--- src/rtl/lcg_stim_source.sv ---
// Stimulus source that fills OUT_W-bit vectors from a 32-bit LCG behind a valid/ready handshake.
// Define LCG_STIM_SIG_EN to add a 32-bit rolling signature of accepted vectors on port sig.
module lcg_stim_source #(
  parameter int unsigned OUT_W = 137,
  parameter logic [31:0] SEED  = 32'd2167613558,
  parameter int unsigned CNT_W = 32
) (
  input  logic             clk,
  input  logic             rst_n,
  input  logic             seed_load,
  input  logic [31:0]      seed_val,
  input  logic             start,
  input  logic [CNT_W-1:0] num_vec,
  input  logic             hold,
  output logic             vec_valid,
  input  logic             vec_ready,
  output logic [OUT_W-1:0] vec_data,
  output logic [CNT_W-1:0] vec_cnt,
  output logic             busy,
  output logic             done
`ifdef LCG_STIM_SIG_EN
  ,
  output logic [31:0]      sig
`endif
);

  localparam int unsigned NW    = (OUT_W + 31) / 32;
  localparam int unsigned IDX_W = (NW > 1) ? $clog2(NW) : 1;

  typedef enum logic [1:0] {StIdle, StFill, StPresent, StDone} state_e;

  state_e           st_q, st_d;
  logic [31:0]      lcg_q, lcg_d, lcg_step;
  logic [IDX_W-1:0] idx_q, idx_d;
  logic [CNT_W-1:0] cnt_q, cnt_d, num_q, num_d, cnt_inc;
  logic             start_go, accept;

  assign lcg_step  = lcg_q * 32'h41C64E6D + 32'h0000_3039;
  assign cnt_inc   = cnt_q + CNT_W'(1);
  assign start_go  = start && (st_q == StIdle || st_q == StDone);
  assign vec_valid = (st_q == StPresent);
  assign accept    = vec_valid && vec_ready;
  assign busy      = (st_q == StFill) || (st_q == StPresent);
  assign done      = (st_q == StDone);
  assign vec_cnt   = cnt_q;

  always_comb begin
    st_d  = st_q;
    lcg_d = lcg_q;
    idx_d = idx_q;
    cnt_d = cnt_q;
    num_d = num_q;
    case (st_q)
      StIdle, StDone: begin
        // Seed applies before a same-cycle start, so the run sees the new seed.
        if (st_q == StIdle && seed_load) lcg_d = seed_val;
        if (start_go) begin
          num_d = num_vec;
          cnt_d = '0;
          idx_d = '0;
          st_d  = StFill;
        end
      end
      StFill: begin
        lcg_d = lcg_step;
        if (idx_q == IDX_W'(NW - 1)) st_d = StPresent;
        else                         idx_d = idx_q + IDX_W'(1);
      end
      StPresent: begin
        if (vec_ready) begin
          cnt_d = cnt_inc;
          if (num_q != '0 && cnt_inc == num_q) begin
            st_d = StDone;
          end else if (!hold) begin
            idx_d = '0;
            st_d  = StFill;
          end
        end
      end
      default: st_d = StIdle;
    endcase
  end

  always_ff @(posedge clk or negedge rst_n) begin
    if (!rst_n) begin
      st_q  <= StIdle;
      lcg_q <= SEED;
      idx_q <= '0;
      cnt_q <= '0;
      num_q <= '0;
    end else begin
      st_q  <= st_d;
      lcg_q <= lcg_d;
      idx_q <= idx_d;
      cnt_q <= cnt_d;
      num_q <= num_d;
    end
  end

`ifdef LCG_STIM_SIG_EN
  logic [31:0] word_pad [NW];
`endif

  // One register per word; the top word holds only the bits that reach vec_data.
  for (genvar k = 0; k < NW; k++) begin : g_word
    localparam int unsigned WK = (k == NW - 1) ? OUT_W - 32 * (NW - 1) : 32;
    logic [WK-1:0] word_q;

    always_ff @(posedge clk or negedge rst_n) begin
      if (!rst_n) begin
        word_q <= '0;
      end else if (st_q == StFill && idx_q == IDX_W'(k)) begin
        word_q <= lcg_step[WK-1:0];
      end
    end

    assign vec_data[32*k +: WK] = word_q;
`ifdef LCG_STIM_SIG_EN
    assign word_pad[k] = 32'(word_q);
`endif
  end

`ifdef LCG_STIM_SIG_EN
  logic [31:0] fold, sig_q;

  always_comb begin
    fold = '0;
    for (int k = 0; k < NW; k++) fold = fold ^ word_pad[k];
  end

  always_ff @(posedge clk or negedge rst_n) begin
    if (!rst_n) begin
      sig_q <= '0;
    end else if (start_go) begin
      sig_q <= '0;
    end else if (accept) begin
      sig_q <= {sig_q[30:0], sig_q[31]} ^ fold;
    end
  end

  assign sig = sig_q;
`endif

endmodule

--- config.mk ---
export PLATFORM = sky130hd
export DESIGN_NAME = lcg_stim_source
export DESIGN_NICKNAME = d
export VERILOG_FILES = /design/src/rtl/lcg_stim_source.sv
export SDC_FILE = /design/constraint.sdc
export NUM_CORES = 1
export LEC_CHECK = 0
export CAP_MARGIN = 30
export CORE_MARGIN = 4
export CORE_UTILIZATION = 52
export DETAILED_ROUTE_END_ITERATION = 7
export GPL_TIMING_DRIVEN = 0
export PLACE_DENSITY = 0.8
export REMOVE_ABC_BUFFERS = 1
export SETUP_SLACK_MARGIN = 0.5
export SYNTH_ARGS = -nofsm -noshare
export SYNTH_HDL_FRONTEND = slang
export SYNTH_SLANG_ARGS = --single-unit
--- constraint.sdc ---
create_clock -name clk -period 6.3 [get_ports clk]
set_input_delay 1.26 -clock clk [delete_from_list [all_inputs] [get_ports clk]]
set_output_delay 1.26 -clock clk [all_outputs]
set_load 0.05 [all_outputs]
# ---- Yosys cells after proc, flatten, opt, wreduce, memory -nomap -nowiden
# Index checks and enable logic that the tools add are counted.
dict set report totals {
  regBits 238
  inputBits 70
  output_inout_bits 172
  wordCells 68
}
dict set report op_classes {
  add_sub_neg 3
  n_mul 1
  eq_ne 16
  n_mux 17
  n_reduce_logical 21
}
# cell count
set ops {}
lappend ops {{$pmux W32 S2} 2}
lappend ops {{$mux W32} 3}
lappend ops {{$add A32 B1 Y32 const B} 1}
lappend ops {{$add A32 B14 Y32 const B} 1}
lappend ops {{$eq A32 B32 Y1} 1}
lappend ops {{$mul A32 B31 Y32 const B} 1}
lappend ops {{$reduce_bool A32 Y1} 1}
lappend ops {{$mux W3} 5}
lappend ops {{$ne A2 B2 Y1 const B} 6}
lappend ops {{$mux W2} 5}
lappend ops {{$pmux W3 S3} 1}
lappend ops {{$logic_and A1 B1 Y1} 8}
lappend ops {{$eq A3 B2 Y1 const B} 2}
lappend ops {{$pmux W2 S3} 1}
lappend ops {{$reduce_and A5 Y1} 1}
lappend ops {{$eq A2 B2 Y1 const B} 2}
lappend ops {{$reduce_and A2 Y1} 2}
lappend ops {{$reduce_and A4 Y1} 1}
lappend ops {{$reduce_bool A2 Y1} 2}
lappend ops {{$add A3 B1 Y3 const B} 1}
lappend ops {{$eq A3 B1 Y1 const B} 1}
lappend ops {{$eq A3 B3 Y1 const B} 1}
lappend ops {{$logic_not A3 Y1} 1}
lappend ops {{$ne A3 B2 Y1 const B} 1}
lappend ops {{6 further kinds} 7}

# ---- Longest topological paths before layout
# Gate-level depths: netlist of run 1.
dict set report logic_depth {
  word_depth 6
  depth_mapped 26
  depth_no_buf 25
}

# ---- Worst setup path after synthesis of run 1
# Ideal clock, no wire load.
dict set report synth_path {
  path_kind {register to register}
  start {register lcg_q[5]}
  end {register lcg_q[31]}
  setup_ns 0.066
  arrival_time_ns 6.826
  required_ns 6.234
  setup_slack_ns -0.592
  path_stages_with_launch 25
  path_buffers 0
  synth_period_minus_slack_ns 6.892
  path_cell_list {dfstp_2 -> ha_1 -> xor2_1 -> ha_1 -> a21oi_1 -> fa_1 -> fa_1 -> inv_1 -> fa_1 -> inv_1 -> fa_1 -> inv_1 -> fa_1 -> inv_1 -> fa_1 -> inv_1 -> ha_1 -> a21o_1 -> a21oi_1 -> o21bai_1 -> and2_1 -> o2111a_1 -> o311a_1 -> or4b_2 -> nand4_1}
}
dict set report synth_between {
  elab_chain_cells 3
}
# element line
set synth_rtl {}
lappend synth_rtl {{start: declaration} 33} ;# logic [31:0] lcg_q, lcg_d, lcg_step;
lappend synth_rtl {{start signal: assignment} 93} ;# lcg_q <= lcg_d;
lappend synth_rtl {{$mul A32 B31 Y32} 38} ;# assign lcg_step = lcg_q * 32'h41C64E6D + 32'h0000_3039;
lappend synth_rtl {{$add A32 B14 Y32} 38}
lappend synth_rtl {{$pmux W32 S2} 53} ;# case (st_q)
# No other way between the ends.
# A chain may end at the register's enable or synchronous reset.

# ---- Final worst setup path of run 1
dict set report layout_path {
  start {register lcg_q[14]}
  end {register g_word[2].word_q[29]}
}
dict set report layout_between {
  elab_chain_cells 2
}
# element line
set layout_rtl {}
lappend layout_rtl {{$mul A32 B31 Y32} 38}
lappend layout_rtl {{$add A32 B14 Y32} 38}
lappend layout_rtl {{end signal: assignment} 113} ;# word_q <= lcg_step[WK-1:0];
lappend layout_rtl {{end: declaration} 107} ;# logic [WK-1:0] word_q;
# No other way between the ends.

==> reports/results.txt, run 1 <==
The flow ran to the end, but the final reports show violations. The checks that failed: setup timing. In this run the critical register-to-register path is captured at g_word[2].word_q[29]. The tools report the first-pass detailed-route iteration total as 6.

The run gives 0.0165 ns as the final worst clock skew. Summing all multi-input logic gate instances after layout gives 13800 µm². Max-cap violations in this run came to 0. Data arrives at the worst endpoint at 7.48 ns. For the maximum number of buffers from clock root to sink, the log shows 3.

The cell with the biggest individual delay on the critical path was sky130_fd_sc_hd__dfrtp_1. The max-slew violation count is 0. The number of hold buffers added after CTS was 0. Along the worst hold path, the cell count comes to 2.

The clock reaches the later pin of the worst-skew pair after 0.55 ns. Along the worst path, the maximum fanout reaches 8. The netlist uses 64 different library cells.

The worst register-to-register path has a setup slack of -0.70 ns. The relative area change from synthesis to final layout is 33.3%. Cell with the most instances on the worst path: sky130_fd_sc_hd__inv_1. The routed design could run at a clock period as short as 7.00 ns.

The top cell type's share of synthesized area was 28.1%. The worst slack at placement was -1.96 ns; the number of hold violations in the final report was 0. After synthesis, flip-flops and latches occupy 29.8% of the total area.

In this run the most critical hold path is launched from g_word[0].word_q[18]. Derived from the worst setup path, the maximum achievable clock frequency is 143 MHz. For the detailed placer's ending HPWL, the log shows 44.7 mm.

The tools report the CTS buffer count as 26. The run gives 17.8k as the via count of the first global-routing pass. Overflow left after global routing: 0.

The largest stage delay on the critical path works out to 0.56 ns. TritonCTS built the clock tree. At the pin with the least slew margin, the transition time is 1.07 ns. The worst-case setup margin in the final layout was -0.700 ns; the count of nets left with antenna violations after detail routing was 0. The warning count from the yosys run came out at 0. The root buffer cell chosen for the clock tree is sky130_fd_sc_hd__clkbuf_16. Data on the critical path is required at its endpoint by 6.78 ns. The average instance in the mapped netlist occupies 9.61 µm². The tools report the initial standard-cell utilization of the core as 53.0%. In the synthesized netlist the async set-or-reset flop fraction comes to 100%. By area the synthesized netlist is led by sky130_fd_sc_hd__dfrtp_1 28%, sky130_fd_sc_hd__fa_1 18%, sky130_fd_sc_hd__ha_1 14%. In this run, synthesis inferred 0 flip-flops with an integrated enable. The routability-driven placement congestion ratio was 0.937. The synthesized design spends more area on one cell type than any other, namely sky130_fd_sc_hd__dfrtp_1. The first global-routing pass estimated 97.2 mm of wire.

The number of levels in the clock H-tree was 1. The leading cell type by number of instances after synthesis is sky130_fd_sc_hd__inv_1. Of the available clock period, the critical path in the final layout requires 111%. The placeable core region is 37800 µm², and the post-synthesis instance area is 20000 µm². Dividing the detail-routed wire length by the instance count gives 24.5 µm. The worst setup path is of the reg -> reg kind. Setup repair after global routing could not meet its margin everywhere.

The number of rows in the core area is 71, and the clock net sink count is 238. The initial antenna violation count was 3; the routed via count was 18.1k. The detailed router finished its first iteration with 2262 violations. The flip-flop and latch count after synthesis is 238, and the setup violation total in the final timing report is 77. The run gives 5990 µm² as the register area. Kind of start point of the critical path: a register. In the final layout, the share of cells above drive strength 1 is 20.3%. The die is 204 µm tall. Type of the most critical hold path: reg -> reg.

The floorplan die area is 41800 µm², and the total wire length is 72.2 mm. The nature of the critical path endpoint was a register. The hold path endpoint is g_word[0].word_q[18].

The relative max-transition margin is 28.4%. Using the TritonRoute via totals, the vias-per-cell ratio works out to 6.15. In this run the count of I/O pins placed on the die edge is 242. The maximum number of pins on one net before global-route repair was 97; the DRC violation count after routing was 0. Clock-pin slew was measured on the worst setup and hold paths at 0.07 ns. Number of filler instances in the final layout: 2356. The tools report the total routing usage reported by global routing as 29.4%.

Counting cells, the worst reg-to-reg path comes to 27. Among all flip-flop cells after synthesis, the most frequent one is sky130_fd_sc_hd__dfrtp_1. Counting every instance in the synthesized netlist gives 2086. In this run the critical register-to-register path is launched from lcg_q[14].

Sorting the synthesized cells by how often they occur yields 411 x sky130_fd_sc_hd__inv_1, 225 x sky130_fd_sc_hd__dfrtp_1, 220 x sky130_fd_sc_hd__ha_1. The count of input and output buffers is 241, and the horizontal extent of the die is 204 µm. For this run, the post-layout net count is 2883.
==> layer usage <==
layer	GRT usage (%)	vias to the layer above	part of all wire, %
met2	50.7	1293	48
met4	12.2	0	8.0
met5	0	-	0
met1	36.1	8892	34
li1	-	7451	-
met3	6.24	461	9.7
==> flip-flops by register name, summed over array words and instances (netlist names) <==
register and flops:
num_q 32, lcg_q 32, vec_cnt 32, st_q 2
g_word.word_q 137, idx_q 3
==> worst max-delay path, delay by kind of cell, from the launching register on <==
family | cells | cell delay (ns)
DFF | 1 | 0.56
buffers and inverters | 10 | 0.90
adders and majority gates | 9 | 3.88
and+or+nand+nor | 3 | 0.67
AOI/OAI and AO/OA | 5 | 0.89
==> layout by cell type, fill, tap and decap left out, types with 8 or more instances in the layout <==
| master | count |
|---|---|
| sky130_fd_sc_hd__dfstp_2 | 12 |
| sky130_fd_sc_hd__mux2i_1 | 8 |
| sky130_fd_sc_hd__nand3_2 | 8 |
| sky130_fd_sc_hd__a21oi_2 | 12 |
| sky130_fd_sc_hd__a31oi_1 | 8 |
| sky130_fd_sc_hd__mux2_2 | 50 |
| sky130_fd_sc_hd__nand2b_1 | 13 |
| sky130_fd_sc_hd__nor3_1 | 19 |
| sky130_fd_sc_hd__a21oi_4 | 12 |
| sky130_fd_sc_hd__o21ai_0 | 105 |
| sky130_fd_sc_hd__buf_6 | 35 |
| sky130_fd_sc_hd__o21ai_2 | 53 |
| sky130_fd_sc_hd__inv_1 | 395 |
| sky130_fd_sc_hd__inv_2 | 15 |
| sky130_fd_sc_hd__xor2_1 | 24 |
| sky130_fd_sc_hd__a21oi_1 | 21 |
| sky130_fd_sc_hd__clkdlybuf4s50_1 | 240 |
| sky130_fd_sc_hd__nand4_1 | 18 |
| sky130_fd_sc_hd__nand2_1 | 200 |
| sky130_fd_sc_hd__nand3_1 | 33 |
| sky130_fd_sc_hd__ha_2 | 11 |
| sky130_fd_sc_hd__dfrtp_1 | 217 |
| sky130_fd_sc_hd__ha_4 | 36 |
| sky130_fd_sc_hd__fa_1 | 177 |
| sky130_fd_sc_hd__o21ai_1 | 25 |
| sky130_fd_sc_hd__xor2_2 | 10 |
| sky130_fd_sc_hd__o211ai_1 | 18 |
| sky130_fd_sc_hd__o31ai_1 | 16 |
| sky130_fd_sc_hd__nor4_1 | 17 |
| sky130_fd_sc_hd__buf_4 | 75 |
| sky130_fd_sc_hd__clkbuf_16 | 27 |
| sky130_fd_sc_hd__buf_12 | 9 |
| sky130_fd_sc_hd__nor2_1 | 45 |
| sky130_fd_sc_hd__nand2_2 | 8 |
| sky130_fd_sc_hd__ha_1 | 173 |
| sky130_fd_sc_hd__xnor2_1 | 62 |
| sky130_fd_sc_hd__a21o_1 | 16 |
==> worst max path at each step <==
stage                                       to      start  slack (ns)
final                     g_word[2].word_q[29]  lcg_q[14]       -0.70
after global routing      g_word[0].word_q[31]  lcg_q[14]       -0.79
after CTS                 g_word[2].word_q[31]   lcg_q[6]       -0.36
after detailed placement  g_word[3].word_q[27]   lcg_q[0]       -1.96
after global placement               lcg_q[26]      rst_n       -6.14
after floorplan                      lcg_q[31]   lcg_q[5]       -0.59
==> per-stage QoR <==
step                      util (%)  TNS [ns]  hold WS [ns]  instances  area (µm²)
after floorplan                  -     -5.78         0.451       2013       19800
after global placement        60.3  -1539.38         0.463       2765       22800
after detailed placement      61.0   -130.84         0.469       2776       23100
after CTS                     66.8    -10.08         0.483       2887       25300
after global routing          70.6    -38.12         0.493       2941       26700
final                         70.6    -29.65         0.476       2943       26700
==> timing repair <==
action	in CTS	in global routing
buffers inserted	63	51
setup endpoints to repair	100	110
resized for setup	167	265
pin swaps	69	91
==> logic make-up after synthesis <==
group	count (synthesis)	share of synthesized area, %
simple gates	438	10.5
xor+xnor	104	4.54
mux	58	3.21
flops	238	29.8
fa+ha+maj	404	32.1
buf+inv	484	9.13
compound gates	360	10.7
==> area by class of cell <==
| type | instances | share of cell area, % |
|---|---|---|
| Antenna cell | 3 | 0.0281 |
| Clock buffer | 34 | 2.78 |
| Clock inverter | 14 | 0.791 |
| Inverter | 411 | 5.79 |
| Multi-Input combinational cell | 1364 | 51.7 |
| Sequential cell | 238 | 22.4 |
| Tap cell | 511 | 2.39 |
| Timing Repair Buffer | 368 | 14.1 |
Power of run 1 is not shown: default switching activity piles up to over one toggle a cycle in this logic, so the estimate is an artifact.
==> run 2: changes to the inputs <==
ABC_CLOCK_PERIOD_IN_PS = 6300   (was default)
==> results of run 2 <==
The final DEF is identical to that of run 1; final timing and power are the same.
Power of run 2 is left out for the same reason.
==> run 3: changes to the inputs <==
CAP_MARGIN = default   (was 30)
==> run 3 against run 2 <==
Against the previous run: the flow still finishes with violations (setup timing); worst setup slack worse by 0.015 ns; first-iteration DRC count fell by 16%; register-to-register slack hardly changed; sequential share of layout area is 0.76 points higher; non-clock buffer count fell by 31; cell count shrank 1.2%; clock-buffer cell count unchanged; via count decreased by 4.6%; routed wire length down 7.8%; sequential cell count did not move; critical path depth down 3; clock skew rose by 0.013 ns; critical path type unchanged; critical endpoint unchanged; largest cell class unchanged; highest routed layer is now met5.
==> reports/results.txt, run 3 (synthesized netlist as in run 1, its figures left out) <==
The run finished, with violations left. The final reports fail on setup timing. For this design, the slowest cell found on the critical path is sky130_fd_sc_hd__dfstp_2. The clock period minus final worst setup slack works out to 7.01 ns (+0.0145 ns). The buffer cell driving the clock tree root is sky130_fd_sc_hd__clkbuf_16.

For the maximum number of buffers from clock root to sink, the log shows 3 (unchanged). The run gives 0.0292 ns (+0.0127 ns) as the final worst clock skew. The run gives 7.49 ns (about the same) as the data arrival at the endpoint of the critical path. Final critical-path share of the clock period: 111% (+0.23 points). For the clock net sink count, the log shows 238 (unchanged). The nature of the critical path endpoint is a register. Horizontal extent of the die: 204 µm (unchanged). The number of filler instances in the final layout was 2620 (+11%).

Maximum number of pins on one net before global-route repair: 97 (unchanged). The reg-to-reg startpoint is lcg_q[6]. The tools report the clock latency of the later-clocked register in the worst-skew pair as 0.57 ns (+0.02 ns). The first-pass GRT wire length came out at 96.1 mm (-1.1%). The run gives -0.71 ns (about the same) as the worst setup slack for register-to-register paths. g_word.word_q holds more flip-flops than any other register. For the CTS buffer count, the log shows 26 (unchanged).

The detailed router's first-iteration violation count came out at 1911 (-16%). The startpoint of the most critical setup path is lcg_q[6]. The via density per instance came out at 5.94 (-3.4%).

The floorplan die area is 41800 µm² (unchanged). The number of antenna repair diodes was 0 (-3). The max-slew violation count was 0 (unchanged); the data required time at the worst endpoint was 6.78 ns (about the same). The run gives 2909 (-1.2%) as the number of standard cells in the final layout excluding fillers. The average wire per cell in the routed design was 22.9 µm (-6.7%). The startpoint of the most critical hold path is g_word[0].word_q[12].

Leaving out fill and tap cells, the most frequent cell in the layout is sky130_fd_sc_hd__inv_1. The worst setup path is of the reg -> reg kind. The count of max-cap constraint violations came out at 0 (unchanged). Leaving out fill and tap cells, the most frequent cells in the layout are 397 x sky130_fd_sc_hd__inv_1, 240 x sky130_fd_sc_hd__clkdlybuf4s50_1, 217 x sky130_fd_sc_hd__dfrtp_1, 201 x sky130_fd_sc_hd__nand2_1, 188 x sky130_fd_sc_hd__ha_1. For the total wire length, the log shows 66.5 mm (-7.8%). The I/O pin count was 242 (unchanged); the relative area change from synthesis to final layout was 28.9%. Number of buffer and inverter instances along the worst setup path: 7 (-3). The tools report the number of levels in the clock H-tree as 1 (unchanged). The total routing usage reported by global routing is 29.0% (-0.46 points). The DRC violation count after routing came out at 0 (unchanged). The clock-pin slew of the registers on the worst-case setup and hold paths is 0.07 ns (about the same), and the relative max-transition margin is 25.7% (-2.7 points). The maximum fanout along the worst path was 5 (-3); the largest stage delay on the critical path was 0.65 ns (+0.09 ns). The worst slack at placement is -1.99 ns (-0.0231 ns).

The routability-driven placement congestion ratio was 0.937 (unchanged). The number of flip-flops in the largest register was 137 (unchanged). The placeable core region was 37800 µm² (unchanged); the initial standard-cell utilization of the core was 53.0% (unchanged). The via count of the first global-routing pass was 17.7k (-1.0%).

The signal on the critical path passes through buf_4 > buf_6 > ha_4 > inv_4 > fa_2 > fa_1 > fa_1 > inv_2 > ha_4 > inv_2 > fa_1 > inv_1 > fa_1 > fa_1 > ha_4 > nand2_4 > nor4b_4 > nand3_2 > a211oi_2 > o2111a_2 > buf_4 > nor3_4 > or4_1 > nand3_1. The run gives -32.14 ns (-2.50 ns) as the final sum of negative setup slack. The type of the most critical hold path was reg -> reg. The overflow left after global routing was 0 (unchanged). For the final net count, the log shows 2853 (-1.0%). TritonCTS built the clock tree.

The cell with the most instances on the worst path is sky130_fd_sc_hd__fa_1. The number of rows in the core area was 71 (unchanged). The slew at the pin closest to its max-slew limit was 1.12 ns (+0.0420 ns); the count of input and output buffers was 241 (unchanged). The number of cells in the design after placement came out at 2772 (-0.14%).

The tools report the count of nets left with antenna violations after detail routing as 0 (unchanged). The first-pass detailed-route iteration total is 6 (unchanged), and the share of layout cells above drive strength 1 is 16.3% (-4.1 points). Worst-case setup margin in the final layout: -0.714 ns (-0.0145 ns). Setup repair after global routing could not meet its margin everywhere. Cts-stage hold buffer count: 0 (unchanged). The detailed placer's ending HPWL is 44.5 mm (-0.53%). The tools report the setup violation total in the final timing report as 78 (+1.3%).

Broken down by cell family, the worst path's largest delay share belongs to adder cells. The run gives 17.3k (-4.6%) as the routed via count. Overall die height: 204 µm (unchanged).

The initial antenna violation count came out at 3 (unchanged). For the timing-limited maximum frequency, the log shows 143 MHz (-0.21%). STA classifies the critical path startpoint as a register. Number of hold violations in the final report: 0 (unchanged).
[run 3: what timing repair did]
| action | CTS | global route |
|---|---|---|
| cloned | 0 | 1 |
| endpoints found under the setup margin | 100 | 106 |
| setup buffers | 54 | 35 |
| pin swaps | 43 | 65 |
| resized for setup | 132 | 177 |
[run 3: final cells by class]
class / count / area [µm²] / area share (%)
tap: 511 / 639 / 2.47
timing repair buffer: 337 / 3350 / 13.0
clock inverter: 13 / 140 / 0.542
inverter: 411 / 1550 / 5.99
clock buffer: 34 / 752 / 2.91
multi-input combinational: 1365 / 13400 / 51.9
sequential: 238 / 5990 / 23.2
[run 3: layer usage]
layer,up-vias,GRT usage (%),part of all wire (%)
li1,7384,-,-
met1,8557,36.1,36
met2,1011,49.2,49
met3,316,6.46,9.6
met4,4,11.7,5.8
met5,-,0,0.051
[run 3: final timing paths]
check | to | cells past startpoint
setup / recovery | g_word[2].word_q[29] | 24
hold / removal | g_word[0].word_q[12] | 2
min in group asynchronous | g_word[1].word_q[2] | 1
hold reg to reg | g_word[0].word_q[12] | 2
max in group asynchronous | lcg_q[31] | 3
setup reg to reg | g_word[2].word_q[29] | 24
[run 3: worst reg2reg max path: cells and delay by family, from the launching register on]
| kind | cells | cell delay, ns |
|---|---|---|
| flip-flops | 1 | 0.65 |
| buffers and inverters | 7 | 0.60 |
| AO/OA/AOI/OAI | 2 | 0.64 |
| adder cells (fa/ha/maj) | 9 | 3.82 |
| AND/OR/NAND/NOR | 6 | 1.24 |
[run 3: per-stage QoR]
| step | hold slack (ns) | utilization, % | cell area, µm² |
|---|---|---|---|
| 3_5_place_dp | 0.469 | 60.8 | 23000 |
| 4_1_cts | 0.483 | 66.0 | 25000 |
| 6_report | 0.487 | 68.3 | 25800 |
| 2_1_floorplan | 0.451 | - | 19800 |
| 5_1_grt | 0.512 | 68.3 | 25800 |
| 3_3_place_gp | 0.463 | 60.3 | 22800 |
Power of run 3 is left out for the same reason.
==> variant 1, RTL diff (config.mk and constraints of run 3) <==
The option `LCG_STIM_SIG_EN` is turned on by a define.
--- a/src/rtl/lcg_stim_source.sv
+++ b/src/rtl/lcg_stim_source.sv
@@ -2,2 +2,4 @@
 // Define LCG_STIM_SIG_EN to add a 32-bit rolling signature of accepted vectors on port sig.
+`define LCG_STIM_SIG_EN
+
 module lcg_stim_source #(
New outputs: sig. Function: not settled (the Yosys comparison gave no result); the edit may change what the design does.
==> variant 1 against run 3 <==
  * The run still ends with negative setup slack left
  * Area after synthesis is 11% higher
  * Wire length up 5.2%
  * Setup slack gained 0.29 ns
  * Via count rose by 5.1%
  * Cell area rose by 13%
  * Sequential cell count increased by 32
  * Critical path type unchanged
Power is not shown: default switching activity piles up to over one toggle a cycle in this logic, so the estimate is an artifact.
==> variant 1: results (changes against run 3) <==
metric;value;unit;change
Crit path arrival time;7.12;ns;-0.37 ns
Total Nets Final;3091;;+8.3%
FF-to-FF path depth;26;;+8.3%
DR iter-0 viols;1174;;-39%
Setup-failing EPs final;60;;-23%
Unique masters post-synth;72;;+13%
most frequent cells after synthesis;inv_1 (410), dfrtp_1 (257), ha_1 (220);;
share of cells above drive strength 1;17.5;%;+1.2 points
H-tree depth;2;;+1
largest net degree at the start of global routing;122;;+26%
diode count;0;;unchanged
DR pass1 iterations;5;;-1
drt wl/cell;22.0;um;-3.9%
Clock Skews;0.0287;ns;-0.000486 ns
met1 global-route usage;37.5;%;+1.4 points
initial antenna violation count;0;;-3
status;finished, violations left;;
met2 track demand over resource;50.0;%;+0.88 points
vias in the first global route;19200;;+8.9%
largest cells by area after synthesis;dfrtp_1 (29%), fa_1 (17%), ha_1 (12%), xnor2_1 (7.7%), inv_1 (6.9%);;
register area share after synthesis;30.4;%;+0.65 points
Slew headroom;27.9;%;+2.3 points
worst skew pair latency;0.55;ns;-0.02 ns
DP HPWL;50.8;mm;+14%
failing checks;negative setup slack;;
CP max FO;3;;-2
placer congestion estimate;0.949;;+1.3%
Max stage delay on crit path;0.58;ns;-0.07 ns
PortBufs;273;;+13%
number of buffers created by CTS;34;;+31%
met3 usage;6.19;%;-0.27 points
placed cell area;0.0256;mm2;+11%
post-route setup slack;-0.426;ns;+0.288 ns
variant 1: cell types whose count changed after synthesis, moves of 8 or more:
cell / run 3 / this run
a22o_1: 1 / 33
and3_1: 2 / 13
dfrtp_1: 225 / 257
nand3_1: 40 / 29
nor2b_1: 4 / 12
nor3_1: 28 / 10
o211ai_1: 18 / 7
o21ai_0: 185 / 215
xnor2_1: 67 / 196
xor2_1: 37 / 48
variant 1: how the worst min path moves through the flow:
stage / slack [ns] / start / endpoint
floorplan: 0.46 / lcg_q[30] / lcg_q[30]
global placement: 0.50 / lcg_q[21] / lcg_q[21]
detailed placement: 0.50 / lcg_q[21] / lcg_q[21]
CTS: 0.53 / lcg_q[21] / lcg_q[21]
global route: 0.54 / lcg_q[21] / lcg_q[21]
finish: 0.53 / g_word[0].word_q[13] / g_word[0].word_q[13]
variant 1: per-layer routing:
metal,wire (um),share of wire (%),vias to the layer above
met5,0,0,-
met3,5510,7.9,195
met2,33600,48,788
met4,3620,5.2,0
met1,27200,39,9089
li1,-,-,8075
variant 1: cell type report:
class / instances / area, um2
Clock buffer: 41 / 887
Multi-Input combinational cell: 1513 / 14900
Sequential cell: 270 / 6790
Clock inverter: 21 / 300
Inverter: 411 / 1550
Tap cell: 539 / 674
Timing Repair Buffer: 387 / 3940
Fill cell: 2932 / 13000
variant 1: metrics by stage:
step | cells | hold WS, ns | util [%] | TNS (ns) | setup WS, ns
final | 3182 | 0.527 | 69.0 | -16.75 | -0.426
after global placement | 3006 | 0.499 | 60.1 | -2131.42 | -7.51
after floorplan | 2194 | 0.459 | - | -5.23 | -0.312
after global routing | 3182 | 0.540 | 69.0 | -26.54 | -0.616
after detailed placement | 3015 | 0.503 | 60.7 | -149.85 | -2.70
after CTS | 3160 | 0.530 | 67.7 | -8.91 | -0.318
variant 1: what timing repair did:
action	4_1_cts	5_1_grt
pin swaps	98	64
resized for setup	273	99
buffers inserted	83	21
endpoints found under the hold margin	0	0
endpoints found under the setup margin	102	100
cloned	0	0
hold buffers	0	0
variant 1: cell families after synthesis:
family | share of synthesized area [%]
XOR/XNOR | 9.60
buffers and inverters | 8.51
flip-flops | 30.4
multiplexers | 2.96
adder cells (fa/ha/maj) | 28.9
AND/OR/NAND/NOR | 8.41
AO/OA/AOI/OAI | 11.1
variant 1: worst max-delay path, delay by kind of cell, from the launching register on:
family / cells / cell delay, ns
adder cells (fa/ha/maj): 9 / 3.72
AO/OA/AOI/OAI: 5 / 0.94
buffers and inverters: 8 / 0.72
AND/OR/NAND/NOR: 3 / 0.35
flip-flops: 1 / 0.58
XOR/XNOR: 1 / 0.24
==> variant 2, RTL diff (config.mk and constraints of run 3) <==
Made on the original files. Put one more register stage on the output `vec_cnt`, with the module's reset. The value now appears one clock later. The other outputs are not delayed to match.
--- a/src/rtl/lcg_stim_source.sv
+++ b/src/rtl/lcg_stim_source.sv
@@ -44,3 +44,9 @@
   assign done      = (st_q == StDone);
-  assign vec_cnt   = cnt_q;
+  always_ff @(posedge clk or negedge rst_n) begin
+    if (!rst_n) begin
+      vec_cnt <= '0;
+    end else begin
+      vec_cnt <= cnt_q;
+    end
+  end
 
Function: not settled (the Yosys comparison gave no result); the edit may change what the design does.
==> variant 2 against run 3 <==
  * Cell area is 1.7% higher
  * Sequential share of layout area is 2.7 points higher
  * Core utilization down 0.88 points
  * Sequential cell count rose by 32
  * First-iteration DRC count shrank 35%
  * Area after synthesis rose by 3.4%
  * Setup slack improved by 0.0053 ns
  * The flow still finishes with violations (negative setup slack)
  * Wire length shrank 4.1%
  * Largest cell class unchanged
Power is not shown: default switching activity piles up to over one toggle a cycle in this logic, so the estimate is an artifact.
==> variant 2: results (changes against run 3) <==
metric;value;unit;change
CP Capture Point;g_word[3].word_q[31];;
Max stage delay on crit path;0.54;ns;-0.11 ns
CP max-delay cell;fa_1;;
Min-Delay Endpoint;vec_cnt[23];;
reg-to-reg startpoint;lcg_q[8];;
status;finished, violations left;;
hold path depth;0;;-2
DR pass1 iterations;5;;-1
Detailed Route WL;63.8;mm;-4.1%
most frequent cells after synthesis;inv_1 (404), dfrtp_1 (257), ha_1 (220);;
placed cell area;0.0237;mm2;+2.9%
Place WS;-1.42;ns;+0.568 ns
Setup TNS;-24.52;ns;+7.62 ns
number of buffers created by CTS;27;;+3.8%
placer congestion estimate;0.936;;-0.11%
register area share after synthesis;32.7;%;+2.9 points
Unique masters post-synth;72;;+13%
share of cells above drive strength 1;16.5;%;+0.23 points
Setup-failing EPs final;69;;-12%
Top reg by flops;g_word.word_q;;
Synth Instances;2077;;-0.43%
Fill cells;2641;;+0.80%
DR WL met2;32.4;mm;-0.34%
all-layer global routing usage;27.7;%;-1.3 points
FF-to-FF path depth;26;;+8.3%
DP HPWL;44.7;mm;+0.34%
worst slew pin tran;1.38;ns;+0.266 ns
largest cells by area after synthesis;dfrtp_1 (31%), fa_1 (18%), ha_1 (13%), inv_1 (7.3%), o21ai_0 (4.8%);;
clk buf depth;3;;unchanged
hold path startpoint;cnt_q[23];;
Crit path arrival time;7.44;ns;-0.05 ns
vias in the first global route;17500;;-0.88%
largest net degree at the start of global routing;124;;+28%
Via density;5.76;;-2.9%
first-pass GRT wire length;96.4;mm;+0.23%
DR WL met3;4.72;mm;-26%
Largest delay share family, worst path;adder cells;;
DR iter-0 viols;1248;;-35%
DR vias;16700;;-3.4%
post-route setup slack;-0.709;ns;+0.00533 ns
Hold Slack;0.475;ns;-0.0115 ns
M1 WL;24.3;mm;+1.9%
footprint of the multi-input gates;0.0133;mm2;-1.1%
CP max FO;8;;+3
failing checks;negative setup slack;;
Reg clk slew, reported paths;0.06;ns;
Clock Skews;0.0147;ns;-0.0144 ns
[variant 2: timing repair]
item,in CTS,in global routing
resized for setup,155,141
endpoints found under the setup margin,103,105
setup buffers,53,23
endpoints found under the hold margin,0,0
pin swaps,56,37
hold buffers,0,0
gates cloned,0,0
[variant 2: final cells by class]
class	instances	share of cell area, %
Clock buffer	37	2.79
Clock inverter	10	0.414
Inverter	404	5.78
Multi-Input combinational cell	1331	50.5
Sequential cell	270	25.8
Tap cell	518	2.47
Timing Repair Buffer	325	12.3
[variant 2: routing by layer]
layer | vias up | GRT usage, %
li1 | 7298 | -
met1 | 8449 | 34.4
met2 | 754 | 48.3
met3 | 182 | 5.55
met4 | 6 | 9.78
met5 | - | 0
[variant 2: logic make-up after synthesis]
logic type | after synthesis | share of synthesized area (%)
fa+ha+maj | 404 | 31.1
compound gates | 365 | 10.4
flops | 270 | 32.7
xor+xnor | 112 | 4.81
buf+inv | 476 | 8.75
simple gates | 389 | 9.10
mux | 61 | 3.22
